File: config.mk
export PLATFORM = sky130hd
export DESIGN_NAME = inst_mem_loader
export DESIGN_NICKNAME = d
export VERILOG_FILES = /design/src/rtl/inst_mem_loader.sv
export SDC_FILE = /design/constraint.sdc
export NUM_CORES = 1
export LEC_CHECK = 0
export ABC_AREA = 1
export CAP_MARGIN = 5
export CORE_MARGIN = 4
export CORE_UTILIZATION = 56
export CTS_BUF_LIST = sky130_fd_sc_hd__clkbuf_16
export DETAILED_ROUTE_END_ITERATION = 16
export HOLD_SLACK_MARGIN = 0.02
export PLACE_DENSITY = 0.79
export SETUP_SLACK_MARGIN = 0.1
export SKIP_CTS_REPAIR_TIMING = 1
export SLEW_MARGIN = 30
export SYNTH_ARGS = -nofsm -noshare
export SYNTH_HDL_FRONTEND = slang
export SYNTH_SLANG_ARGS = --single-unit
File: constraint.sdc
create_clock -name clk_i -period 5.5 [get_ports clk_i]
set_clock_uncertainty 0.05 [all_clocks]
set_input_delay 1.375 -clock clk_i [delete_from_list [all_inputs] [get_ports clk_i]]
set_output_delay 1.375 -clock clk_i [all_outputs]
set_load 0.05 [all_outputs]
File: src/rtl/inst_mem_loader.sv
// inst_mem_loader: boot-time writer for the InstMem write port.
//
// Takes a byte stream from the serial receiver and writes it into InstMem. The stream is
// a 16-bit word count (low byte first), count*4 little-endian data bytes, and then one
// XOR checksum byte computed over the data bytes only. Words are written to consecutive
// InstMem addresses starting at 0. The core is held in reset until a load finishes with
// a matching checksum.
//
// Ports:
//   clk_i        system clock, rising edge
//   rst_i        asynchronous active-high reset; also the only way to start a new load
//   byte_i       stream byte
//   byte_valid_i byte_i valid this cycle
//   byte_ready_o loader accepts a byte this cycle
//   WE_o         InstMem write enable, one-cycle pulse per word
//   AddrW_o      InstMem word address
//   DataW_o      InstMem write data
//   core_rst_o   core reset, held high until a successful load
//   done_o       load complete and checksum matched (sticky)
//   error_o      load failed (sticky until rst_i)
module inst_mem_loader #(
    parameter int unsigned ADDR_W    = 12,
    parameter int unsigned MAX_WORDS = 4096
) (
    input  logic              clk_i,
    input  logic              rst_i,
    input  logic [7:0]        byte_i,
    input  logic              byte_valid_i,
    output logic              byte_ready_o,
    output logic              WE_o,
    output logic [ADDR_W-1:0] AddrW_o,
    output logic [31:0]       DataW_o,
    output logic              core_rst_o,
    output logic              done_o,
    output logic              error_o
);

    typedef enum logic [2:0] {
        StCntLo,
        StCntHi,
        StData,
        StCsum,
        StDone,
        StError
    } loaderStateE;

    loaderStateE       state, stateNext;
    logic [7:0]        cntLo, cntLoNext;
    logic [15:0]       wordTotal, wordTotalNext;
    logic [1:0]        byteIdx, byteIdxNext;
    logic [ADDR_W-1:0] wordCnt, wordCntNext;
    logic [23:0]       wordBuf, wordBufNext;   // lanes 0..2; lane 3 goes straight to the output
    logic [7:0]        csum, csumNext;
    logic              weReg, weNext;
    logic [ADDR_W-1:0] addrReg, addrNext;
    logic [31:0]       dataReg, dataNext;

    logic              accept;
    logic [15:0]       fullCount;
    logic              lastWord;

    // Ready drops combinationally with rst_i so no byte is taken while reset is held.
    assign byte_ready_o = !rst_i &&
                          (state == StCntLo || state == StCntHi ||
                           state == StData  || state == StCsum);
    assign accept       = byte_valid_i & byte_ready_o;
    assign fullCount    = {byte_i, cntLo};

    // Compared at 32 bits so a count of MAX_WORDS never needs an address-width wrap.
    assign lastWord = (({{(32 - ADDR_W){1'b0}}, wordCnt} + 32'd1) == {16'd0, wordTotal});

    always_ff @(posedge clk_i or posedge rst_i) begin
        if (rst_i) begin
            state     <= StCntLo;
            cntLo     <= 8'd0;
            wordTotal <= 16'd0;
            byteIdx   <= 2'd0;
            wordCnt   <= '0;
            wordBuf   <= 24'd0;
            csum      <= 8'd0;
            weReg     <= 1'b0;
            addrReg   <= '0;
            dataReg   <= 32'd0;
        end else begin
            state     <= stateNext;
            cntLo     <= cntLoNext;
            wordTotal <= wordTotalNext;
            byteIdx   <= byteIdxNext;
            wordCnt   <= wordCntNext;
            wordBuf   <= wordBufNext;
            csum      <= csumNext;
            weReg     <= weNext;
            addrReg   <= addrNext;
            dataReg   <= dataNext;
        end
    end

    always_comb begin
        stateNext     = state;
        cntLoNext     = cntLo;
        wordTotalNext = wordTotal;
        byteIdxNext   = byteIdx;
        wordCntNext   = wordCnt;
        wordBufNext   = wordBuf;
        csumNext      = csum;
        weNext        = 1'b0;
        addrNext      = addrReg;
        dataNext      = dataReg;

        case (state)
            StCntLo: begin
                if (accept) begin
                    cntLoNext = byte_i;
                    stateNext = StCntHi;
                end
            end

            StCntHi: begin
                if (accept) begin
                    wordTotalNext = fullCount;
                    byteIdxNext   = 2'd0;
                    wordCntNext   = '0;
                    csumNext      = 8'd0;
                    if ({16'd0, fullCount} > MAX_WORDS) begin
                        stateNext = StError;
                    end else if (fullCount == 16'd0) begin
                        // Empty image: the checksum byte must be zero.
                        stateNext = StCsum;
                    end else begin
                        stateNext = StData;
                    end
                end
            end

            StData: begin
                if (accept) begin
                    csumNext    = csum ^ byte_i;
                    byteIdxNext = byteIdx + 2'd1;
                    if (byteIdx != 2'd3) begin
                        wordBufNext[{byteIdx, 3'b000} +: 8] = byte_i;
                    end else begin
                        weNext   = 1'b1;
                        addrNext = wordCnt;
                        dataNext = {byte_i, wordBuf};
                        if (lastWord) begin
                            stateNext = StCsum;
                        end else begin
                            wordCntNext = wordCnt + {{(ADDR_W - 1){1'b0}}, 1'b1};
                        end
                    end
                end
            end

            StCsum: begin
                if (accept) begin
                    stateNext = (byte_i == csum) ? StDone : StError;
                end
            end

            StDone, StError: begin
                // Terminal until rst_i.
            end

            default: begin
                stateNext = StError;
            end
        endcase
    end

    assign WE_o       = weReg;
    assign AddrW_o    = addrReg;
    assign DataW_o    = dataReg;
    assign done_o     = (state == StDone);
    assign error_o    = (state == StError);
    // Released in the same cycle done_o rises; the last write has already been issued.
    assign core_rst_o = (state != StDone);

endmodule

; After elaboration in Yosys (flattened, before gate mapping)
; Index checks and enable logic that the tools add are counted.
[totals]
out_inout_bits = 49
in_bits = 11
latch_bits = 0
mem_count = 0
regBits = 118
ramBits = 0
mem_bits_ro = 0
[op_classes]
n_reduce_logical = 16
bitwise_logic = 4
addsub = 4
multipliers = 0
eq_ne = 16
magnitude_cmp = 1
muxes = 25
n_shift = 2
div_mod_pow = 0
[op_table]
columns = op, n
row1 = $mux 12, 4
row2 = $bwmux 24, 1
row3 = $pmux 12 s2, 1
row4 = $shift 8x7->24 const A, 1
row5 = $shiftx 8x7->24, 1
row6 = $mux 3, 7
row7 = $eq 13x16->1, 1
row8 = $gt 16x13->1 const B, 1
row9 = $logic_not 16->1, 1
row10 = $mux 8, 2
row11 = $ne 2x2->1 const B, 8
row12 = $pmux 8 s2, 1
row13 = $pmux 3 s5, 1
row14 = $add 12x1->13 const B, 1
row15 = $add 12x1->12 const B, 1
row16 = $reduce_and 3->1, 3
row17 = $eq 8x8->1, 1
row18 = $xor 8x8->8, 1
row19 = $neg 5->7, 1
row20 = $reduce_and 7->1, 1
row21 = $eq 3x2->1 const B, 2
row22 = $eq 3x3->1 const B, 2
row23 = $mux 1, 5
row24 = $reduce_and 5->1, 1
row25 = other kinds (14), 19

; Logic depth before layout (Yosys ltp)
; Gate-level depths: netlist of run 1.
[depth]
depth_word = 8
depth_mapped = 17
ltp_nobuf = 16

; Worst setup path before layout of run 1
; OpenSTA, ideal clock, no wires.
[synth_timing]
kind = input -> register
start = input rst_i
end = register dataReg[0] (netlist: DataW_o[0])
slack_ns = 2.014
cell_stages = 7
n_path_buf = 1
setup_ns = 0.125
required_ns = 5.325
arrival_ns = 3.311
path_cell_list = nor2_1 nand2_1 nor2_2 inv_2 nor2_4 buf_6 mux2_2
[synth_between]
elab_chain_len = 4
[synth_rtl]
columns = element, line_no
row1 = from (decl), 26  ; input logic rst_i,
row2 = $logic_not 1->1 (no source line), --
row3 = $logic_and 1x1->1, 63  ; assign byte_ready_o = !rst_i &&
row4 = $and 1x1->1, 66  ; assign accept = byte_valid_i & byte_ready_o;
row5 = $reduce_and 3->1 (no source line), --
row6 = to (signal assigned), 94  ; dataReg <= dataNext;
row7 = to (decl), 56  ; logic [31:0] dataReg, dataNext;
; No other way between the ends.
; A chain may end at the register's enable or synchronous reset.

; Final worst setup path of run 1
[layout_timing]
start = input rst_i
end = output byte_ready_o
[layout_between]
elab_chain_len = 2
[layout_rtl]
columns = element, line_no
row1 = $logic_not 1->1 (no source line), --
row2 = $logic_and 1x1->1, 63
row3 = to (decl), 29  ; output logic byte_ready_o,
; No other way between the ends.

==> impl_metrics.ini, run 1 <==
[status]
outcome = completed

[place]
port_buffers = 59
post-dp-hpwl_mm = 8.40
place.detailed.instances = 808
routabilityCongestion = 0.898
pre_cts_slack_ps = 1260

[sta]
period_utilization = 0.776
grt_setup_unrepaired = no
max-slew-margin-rel = 0.415
period_minus_slack_ps = 4270
slew_worst_pin_ps = 871
fin_ws_ps = 1230
setup-tns-final_ps = 0
slew_violations = 0
max_freq_mhz = 234
finalHoldViolCount = 0
timing.final.setup_violations = 0

[floorplanning]
i_o_pins = 60
die-height_um = 107
die-width_um = 107
rows = 35
fp.dieArea_sq_um = 11400
floorplan.initialDensity = 0.582
core_area_sq_um = 9370

[critical_path]
cp.required_ps = 4070
r2r_cells = 8
path_common_cell = sky130_fd_sc_hd__clkdlybuf4s50_1
timing.critical_path.fanout_max = 2
crit_path_start_kind = primary input
r2r_start = state[1]
reg2reg_capture_point = DataW_o[5]
timing.critical_path.max_delay_family = buffers and inverters
critical_path_buf_inv_count = 2
timing.critical_path.arrival_ps = 2840
crit_path_top_delay_cell = sky130_fd_sc_hd__clkdlybuf4s50_1
timing_worst_setup_path_type = in -> out
critical-path-max-stage-delay_ps = 820
r2r_slack_ps = 2740
cp_cell_sequence = clkdlybuf4s50_1 -> nor2_1 -> clkdlybuf4s50_1
endpoint_type_of_the_worst_setup_path = primary output

[power_and_ir_drop]
power_density_over_the_cells_nw_per_um2 = 340
totalPowerFinal_mw = 2.29
power.static_leakage_nw = 3.18
ir_drop_mv = 0.231

[synthesis]
yosys_most_used_dff = sky130_fd_sc_hd__dfrtp_1
netlist_area_sq_um = 5450
synth_cell_types = 34
ys_seq_elements = 118
synth_enable_flop_cells = 0
syn-mean-instance-area_sq_um = 8.52
syn_nets = 657
seq_total_area_yosys = 0.542
synthCells = 640
yosysWarnings = 0
ys_async_sr_fraction = 1.00

[grt]
grtUsageTotal = 0.234
largest_net_degree_at_the_start_of_global_routing = 73
initial_antenna_violation_count = 0
grt.overflow.total = 0
grt_first_pass_wirelength_mm = 21.1
first_global_vias = 4493

[hold_path]
timing.hold.worst_endpoint = wordTotal[13]
whs_path_depth = 2
holdCritStartpoint = wordTotal[13]
hold_path_class = reg -> reg

[final_layout]
area_used_by_multi_input_combinational_logic_sq_um = 2100
fill_cells = 724
final_cells = 840
post_route_cells_drive_above_1_share = 0.0900
design.final.nets = 715
number_of_antenna_diodes = 0
layout.core_utilization = 0.718
layout.area.seq_sq_um = 2950
area_delta_synth_final_pct = 23.5

[drt]
drt_first_pass_iters = 5
drc = 0
drt-total-wl_mm = 12.5
ant_nets = 0
post_drt_wl_per_cell_um = 14.9
initialDrtViolationCount = 297
route.detailed.vias_per_inst = 5.38
detailed_route_via_count = 4519

[run]
cap_viol_max_count = 0

[clock_network]
cts_buffer_depth = 2
cts-root-buf = sky130_fd_sc_hd__clkbuf_16
numCtsBuffers = 17
htreeDepth = 4
tritoncts_clock_tree = built
insertion_delay_ps = 410
cts_sinks = 118
path_clk_slew_ps = 50
[metrics by stage]
step           instance area [sq um]  hold WS, ps
2_1_floorplan                   5450          409
3_3_place_gp                    6100          426
3_5_place_dp                    6100          429
4_1_cts                         6730          452
5_1_grt                         6730          468
6_report                        6730          446
[sequential cells by signal, indices dropped and copies added (netlist names)]
register	flops
byteIdx	2
AddrW_o	12
cntLo	8
csum	8
state	3
WE_o	1
wordCnt	12
wordTotal	16
wordBuf	24
DataW_o	32
[worst max path at each step]
stage                      from      endpoint  depth (start not counted)
after floorplan           rst_i    AddrW_o[0]                          1
after global placement    rst_i  byte_ready_o                          3
after detailed placement  rst_i  byte_ready_o                          3
after CTS                 rst_i  byte_ready_o                          3
after global routing      rst_i  byte_ready_o                          3
final                     rst_i  byte_ready_o                          3
[power by group]
group	total, mW	switching [mW]	internal [mW]
Combinational	0.209	0.146	0.0631
Sequential	0.909	0.0160	0.893
Clock	1.17	0.411	0.761
[layer usage]
metal  part of all wire  track usage  vias to the layer above
met5                  0            0                        -
met4              0.030        0.121                        0
met3              0.057       0.0482                       38
met2               0.50        0.388                      173
met1               0.41        0.290                     2134
li1                   -            -                     2174
[worst min-delay path, delay by kind of cell (launching register included)]
family	cells	cell delay (ps)
flip-flops	1	340
AND/OR/NAND/NOR	1	50
AO/OA/AOI/OAI	1	60
[area by class of cell]
type	instances	area share
Multi-Input combinational cell	428	0.312
Sequential cell	118	0.439
Timing Repair Buffer	64	0.0933
Clock buffer	17	0.0632
Inverter	69	0.0392
Tap cell	129	0.0240
Clock inverter	15	0.0299
[synthesized netlist by cell type, types with 2 or more instances]
cell / instances / area share
sky130_fd_sc_hd__a21oi_1: 46 / 0.042
sky130_fd_sc_hd__and3_1: 3 / 0.0034
sky130_fd_sc_hd__buf_2: 8 / 0.0073
sky130_fd_sc_hd__buf_4: 3 / 0.0041
sky130_fd_sc_hd__buf_6: 3 / 0.0062
sky130_fd_sc_hd__clkbuf_1: 10 / 0.0069
sky130_fd_sc_hd__dfrtp_1: 118 / 0.54
sky130_fd_sc_hd__ha_1: 6 / 0.014
sky130_fd_sc_hd__inv_1: 66 / 0.045
sky130_fd_sc_hd__inv_2: 2 / 0.0014
sky130_fd_sc_hd__mux2_2: 9 / 0.019
sky130_fd_sc_hd__nand2_1: 136 / 0.094
sky130_fd_sc_hd__nand2_2: 2 / 0.0023
sky130_fd_sc_hd__nand2_4: 2 / 0.0041
sky130_fd_sc_hd__nand3_1: 47 / 0.043
sky130_fd_sc_hd__nand4_1: 14 / 0.016
sky130_fd_sc_hd__nor2_1: 81 / 0.056
sky130_fd_sc_hd__nor2_2: 8 / 0.0092
sky130_fd_sc_hd__nor2_4: 2 / 0.0041
sky130_fd_sc_hd__nor3_1: 2 / 0.0018
sky130_fd_sc_hd__nor4_1: 2 / 0.0023
sky130_fd_sc_hd__o21ai_0: 49 / 0.045
sky130_fd_sc_hd__o21ai_1: 3 / 0.0028
sky130_fd_sc_hd__xnor2_1: 6 / 0.0096
sky130_fd_sc_hd__xor2_1: 3 / 0.0048
[logic make-up after synthesis]
family / Yosys count / synth area share
DFF: 118 / 0.542
and+or+nand+nor: 302 / 0.240
buffers and inverters: 94 / 0.0730
AOI/OAI and AO/OA: 101 / 0.0941
xor gates and xnor gates: 10 / 0.0186
adders and majority gates: 6 / 0.0138
muxes: 9 / 0.0186
[layout by cell type (no fill, tap or decap), types with 8 or more instances in the layout]
| cell type | Yosys | layout |
|---|---|---|
| sky130_fd_sc_hd__a21oi_1 | 46 | 46 |
| sky130_fd_sc_hd__clkbuf_16 | 0 | 17 |
| sky130_fd_sc_hd__clkdlybuf4s50_1 | 0 | 59 |
| sky130_fd_sc_hd__dfrtp_1 | 118 | 118 |
| sky130_fd_sc_hd__inv_1 | 66 | 65 |
| sky130_fd_sc_hd__mux2_2 | 9 | 9 |
| sky130_fd_sc_hd__nand2_1 | 136 | 136 |
| sky130_fd_sc_hd__nand3_1 | 47 | 47 |
| sky130_fd_sc_hd__nand4_1 | 14 | 14 |
| sky130_fd_sc_hd__nor2_1 | 81 | 81 |
| sky130_fd_sc_hd__nor2_2 | 8 | 8 |
| sky130_fd_sc_hd__o21ai_0 | 49 | 49 |
(Power assumes the default switching activity.)
==> run 2, diff against run 1 <==
clock period = 4.35 ns   (was 5.5 ns; I/O delays follow)
==> run 2 against run 1 <==
  * Final area up 0.52%
  * Cell count unchanged
  * Critical endpoint unchanged
  * Via count is 0.93% higher
==> impl_metrics.ini, run 2 (synthesis gave the netlist of run 1 again) <==
[critical_path]
cp_cell_sequence = clkdlybuf4s50_1 -> nor2_1 -> clkdlybuf4s50_1
critical-path-max-stage-delay_ps = 820
cp.required_ps = 3210
crit_path_start_kind = primary input
timing.critical_path.arrival_ps = 2520
path_common_cell = sky130_fd_sc_hd__clkdlybuf4s50_1
endpoint_type_of_the_worst_setup_path = primary output
timing_worst_setup_path_type = in -> out
crit_path_top_delay_cell = sky130_fd_sc_hd__clkdlybuf4s50_1
timing.critical_path.fanout_max = 2

[floorplanning]
die-width_um = 107
i_o_pins = 60
fp.dieArea_sq_um = 11400
core_area_sq_um = 9370
die-height_um = 107
floorplan.initialDensity = 0.582
rows = 35

[sta]
slew_worst_pin_ps = 914
setup-tns-final_ps = 0
period_utilization = 0.841
finalHoldViolCount = 0
finalHoldWorstSlack_ps = 454
slew_violations = 0
period_minus_slack_ps = 3660
max-slew-margin-rel = 0.386
max_freq_mhz = 273
timing.final.setup_violations = 0
grt_setup_unrepaired = no

[drt]
detailed_route_via_count = 4561
drt-total-wl_mm = 12.9
ant_nets = 0
post_drt_wl_per_cell_um = 15.4
route.detailed.vias_per_inst = 5.43
initialDrtViolationCount = 296
wl_met1_mm = 5.34
drt_first_pass_iters = 6
met2RoutedLength_mm = 6.74
drc = 0
top_signal_layer_used = met4
routed-wl-met3_um = 633

[clock_network]
htreeDepth = 4
cts_sinks = 118
numCtsBuffers = 17
tritoncts_clock_tree = built
path_clk_slew_ps = 50
cts-root-buf = sky130_fd_sc_hd__clkbuf_16
insertion_delay_ps = 410
cts_buffer_depth = 2

[place]
post-dp-hpwl_mm = 8.60
routabilityCongestion = 0.873
placed_area_sq_um = 6130
port_buffers = 59

[final_layout]
design.final.nets = 715
number_of_antenna_diodes = 0
fill_cells = 697
mostFrequentLayoutCell = sky130_fd_sc_hd__nand2_1
commonest_cells_after_routing_fill_and_taps_aside = sky130_fd_sc_hd__nand2_1 (136), sky130_fd_sc_hd__dfrtp_1 (118), sky130_fd_sc_hd__nor2_1 (81)
largest_reg_flops = 32
layout.core_utilization = 0.722
post_route_cells_drive_above_1_share = 0.0858
layout.area.seq_sq_um = 2950
area_used_by_multi_input_combinational_logic_sq_um = 2100
area_delta_synth_final_pct = 24.2
final_cell_area_sq_um = 6770

[power_and_ir_drop]
ir_drop_mv = 0.323
power.static_leakage_nw = 3.19
power_density_over_the_cells_nw_per_um2 = 433
totalPowerFinal_mw = 2.93

[grt]
grt.overflow.total = 0
initial_antenna_violation_count = 0
first_global_vias = 4621
largest_net_degree_at_the_start_of_global_routing = 64
grt_first_pass_wirelength_mm = 21.7
grtUsageTotal = 0.243

[run]
cap_viol_max_count = 0

[status]
outcome = completed

[hold_path]
hold_path_class = reg -> reg
run 2: power by group:
group          leakage (nW)  internal, mW  switching [mW]
Combinational          1.41        0.0810           0.187
Clock                 0.314          1.01           0.501
Sequential             1.47          1.13          0.0210
run 2: stage by stage:
| step | cells | setup WS [ps] |
|---|---|---|
| 2_1_floorplan | 640 | 1150 |
| 3_3_place_gp | 808 | 708 |
| 3_5_place_dp | 808 | 696 |
| 4_1_cts | 840 | 691 |
| 5_1_grt | 840 | 643 |
| 6_report | 840 | 690 |
run 2: final cells by class:
class	count	area share
clock buffers	17	0.0629
clock inverters	15	0.0314
inverters	69	0.0388
multi-input cells	428	0.310
flip-flops and latches	118	0.436
well taps	129	0.0238
repair buffers	64	0.0965
run 2: per-layer routing:
metal  up-vias  global-route usage
li1       2177                   -
met1      2215               0.298
met2       144               0.420
met3        25              0.0494
met4         0              0.0986
met5         -                   0
run 2: worst max-delay path: cells and delay by family:
kind,cells,cell delay [ps]
simple gates,1,150
buf+inv,2,1280
run 2: worst paths after layout:
kind                               from            to  slack [ps]  cells past startpoint
hold / removal             wordTotal[5]  wordTotal[5]         450                      2
setup reg to reg               state[1]    wordCnt[2]        1910                     11
min in group asynchronous         rst_i      state[2]        1170                      2
max in group asynchronous         rst_i    DataW_o[9]        2300                      3
hold reg to reg            wordTotal[5]  wordTotal[5]         450                      2
setup / recovery                  rst_i  byte_ready_o         690                      3
==> run 3, diff against run 2 <==
clock period = 3.8 ns   (was 4.35 ns; I/O delays follow)
==> run 3 against run 2 <==
  * Combinational power increased by 15%
  * Highest routed layer unchanged
  * Via count increased by 0.42%
  * Final area decreased by 0.89%
  * Cell count increased by 0.12%
  * Critical path type unchanged
  * Sequential power increased by 15%
  * Clock power about the same
  * Power increased by 6.3%
  * Utilization decreased by 0.64 points
  * First-iteration DRC count increased by 26%
  * Flip-flop and latch count unchanged
  * Hold slack improved by 6.3 ps
==> impl_metrics.ini, run 3 (synthesis gave the netlist of run 1 again) <==
[clock_network]
tritoncts_clock_tree = built
numCtsBuffers = 17
cts_buffer_depth = 2
insertion_delay_ps = 410
path_clk_slew_ps = 60
cts-root-buf = sky130_fd_sc_hd__clkbuf_16
cts_sinks = 118
htreeDepth = 4

[final_layout]
commonest_cells_after_routing_fill_and_taps_aside = sky130_fd_sc_hd__nand2_1 (136), sky130_fd_sc_hd__dfrtp_1 (118), sky130_fd_sc_hd__nor2_1 (81)
design.final.nets = 716
area_delta_synth_final_pct = 23.1
largest_reg_flops = 32
layout.core_utilization = 0.716
post_route_cells_drive_above_1_share = 0.0913
number_of_antenna_diodes = 0
mostFrequentLayoutCell = sky130_fd_sc_hd__nand2_1

[drt]
drt_first_pass_iters = 6
initialDrtViolationCount = 373
detailed_route_via_count = 4580
ant_nets = 0
post_drt_wl_per_cell_um = 15.1
route.detailed.vias_per_inst = 5.45
drc = 0
drt-total-wl_mm = 12.7

[sta]
max-slew-margin-rel = 0.430
period_minus_slack_ps = 3380
grt_setup_unrepaired = no
period_utilization = 0.890
slew_worst_pin_ps = 854
max_freq_mhz = 296
slew_violations = 0
setup-tns-final_ps = 0
timing.final.setup_violations = 0
finalHoldViolCount = 0

[power_and_ir_drop]
net-switching-power_mw = 0.827
p_sw_frac = 0.266
power_frac_clock = 0.478
power.share.sequential = 0.423
power.static_leakage_nw = 3.15
share_comb_of_total_power = 0.099
ir_drop_mv = 0.394
power_density_over_the_cells_nw_per_um2 = 464
internal-power_mw = 2.28

[floorplanning]
core_area_sq_um = 9370
fp.dieArea_sq_um = 11400
i_o_pins = 60
rows = 35
die-height_um = 107
floorplan.initialDensity = 0.582
die-width_um = 107

[grt]
first_global_vias = 4663
grtUsageTotal = 0.238
grt.overflow.total = 0
initial_antenna_violation_count = 0
grt_first_pass_wirelength_mm = 21.6
largest_net_degree_at_the_start_of_global_routing = 45

[critical_path]
endpoint_type_of_the_worst_setup_path = primary output
reg2reg_capture_point = wordCnt[0]
cp-startpoint = rst_i
crit_path_start_kind = primary input
cp.required_ps = 2800
timing.critical_path.arrival_ps = 2380
timing_worst_setup_path_type = in -> out
r2r_start = wordCnt[0]
r2r_slack_ps = 1330
r2r_cells = 14
timing.critical_path.fanout_max = 2

[place]
post-dp-hpwl_mm = 8.55
routabilityCongestion = 0.881
port_buffers = 59

[run]
cap_viol_max_count = 0

[hold_path]
whs_path_depth = 2
hold_path_class = reg -> reg
holdCritStartpoint = csum[2]
timing.hold.worst_endpoint = csum[2]

[status]
outcome = completed
## run 3: cell count changes in the layout (fill, tap and decap cells not counted), sizes merged
cell	delta
inv	+1
clkinvlp	+5
bufinv	-4
buf	+1
clkinv	-2
## run 3: layer usage
metal	global-route usage	share of wire
met1	0.294	0.41
met3	0.0608	0.059
met4	0.0868	0.021
met2	0.404	0.51
met5	0	0
## run 3: power groups by stage
| stage | Sequential, mW | Clock (mW) | Combinational, mW |
|---|---|---|---|
| final | 1.32 | 1.49 | 0.308 |
| after global routing | 1.32 | 1.57 | 0.329 |
| after CTS | 1.32 | 1.50 | 0.310 |
| after detailed placement | 1.34 | 0 | 0.308 |
| after global placement | 1.34 | 0 | 0.302 |
| after floorplan | 1.40 | 0 | 0.130 |
## run 3: cell type report
class	count	area, sq um
well taps	129	161
fillers	728	2660
flip-flops and latches	118	2950
clock buffers	17	425
multi-input cells	428	2100
inverters	69	263
clock inverters	15	133
repair buffers	65	673
## run 3: how the worst max path moves through the flow
stage | endpoint | slack, ps | cells after the start
after floorplan | DataW_o[0] | 740 | 7
after global placement | byte_ready_o | 430 | 3
after detailed placement | byte_ready_o | 420 | 3
after CTS | byte_ready_o | 410 | 3
after global routing | byte_ready_o | 370 | 3
final | byte_ready_o | 420 | 3
## run 3: through the flow
step / total power, mW / worst slack, ps / hold WS, ps / cell area, sq um / std cells
2_1_floorplan: 1.53 / 739 / 409 / 5450 / 640
3_3_place_gp: 1.64 / 434 / 426 / 6150 / 809
3_5_place_dp: 1.65 / 418 / 434 / 6150 / 809
4_1_cts: 3.13 / 414 / 462 / 6710 / 841
5_1_grt: 3.22 / 370 / 485 / 6710 / 841
6_report: 3.11 / 419 / 460 / 6710 / 841
## run 3: worst max-delay path: stages
cell                              delay [ps]
sky130_fd_sc_hd__clkdlybuf4s50_1         470
sky130_fd_sc_hd__nor2_1                  140
sky130_fd_sc_hd__clkdlybuf4s50_1         820
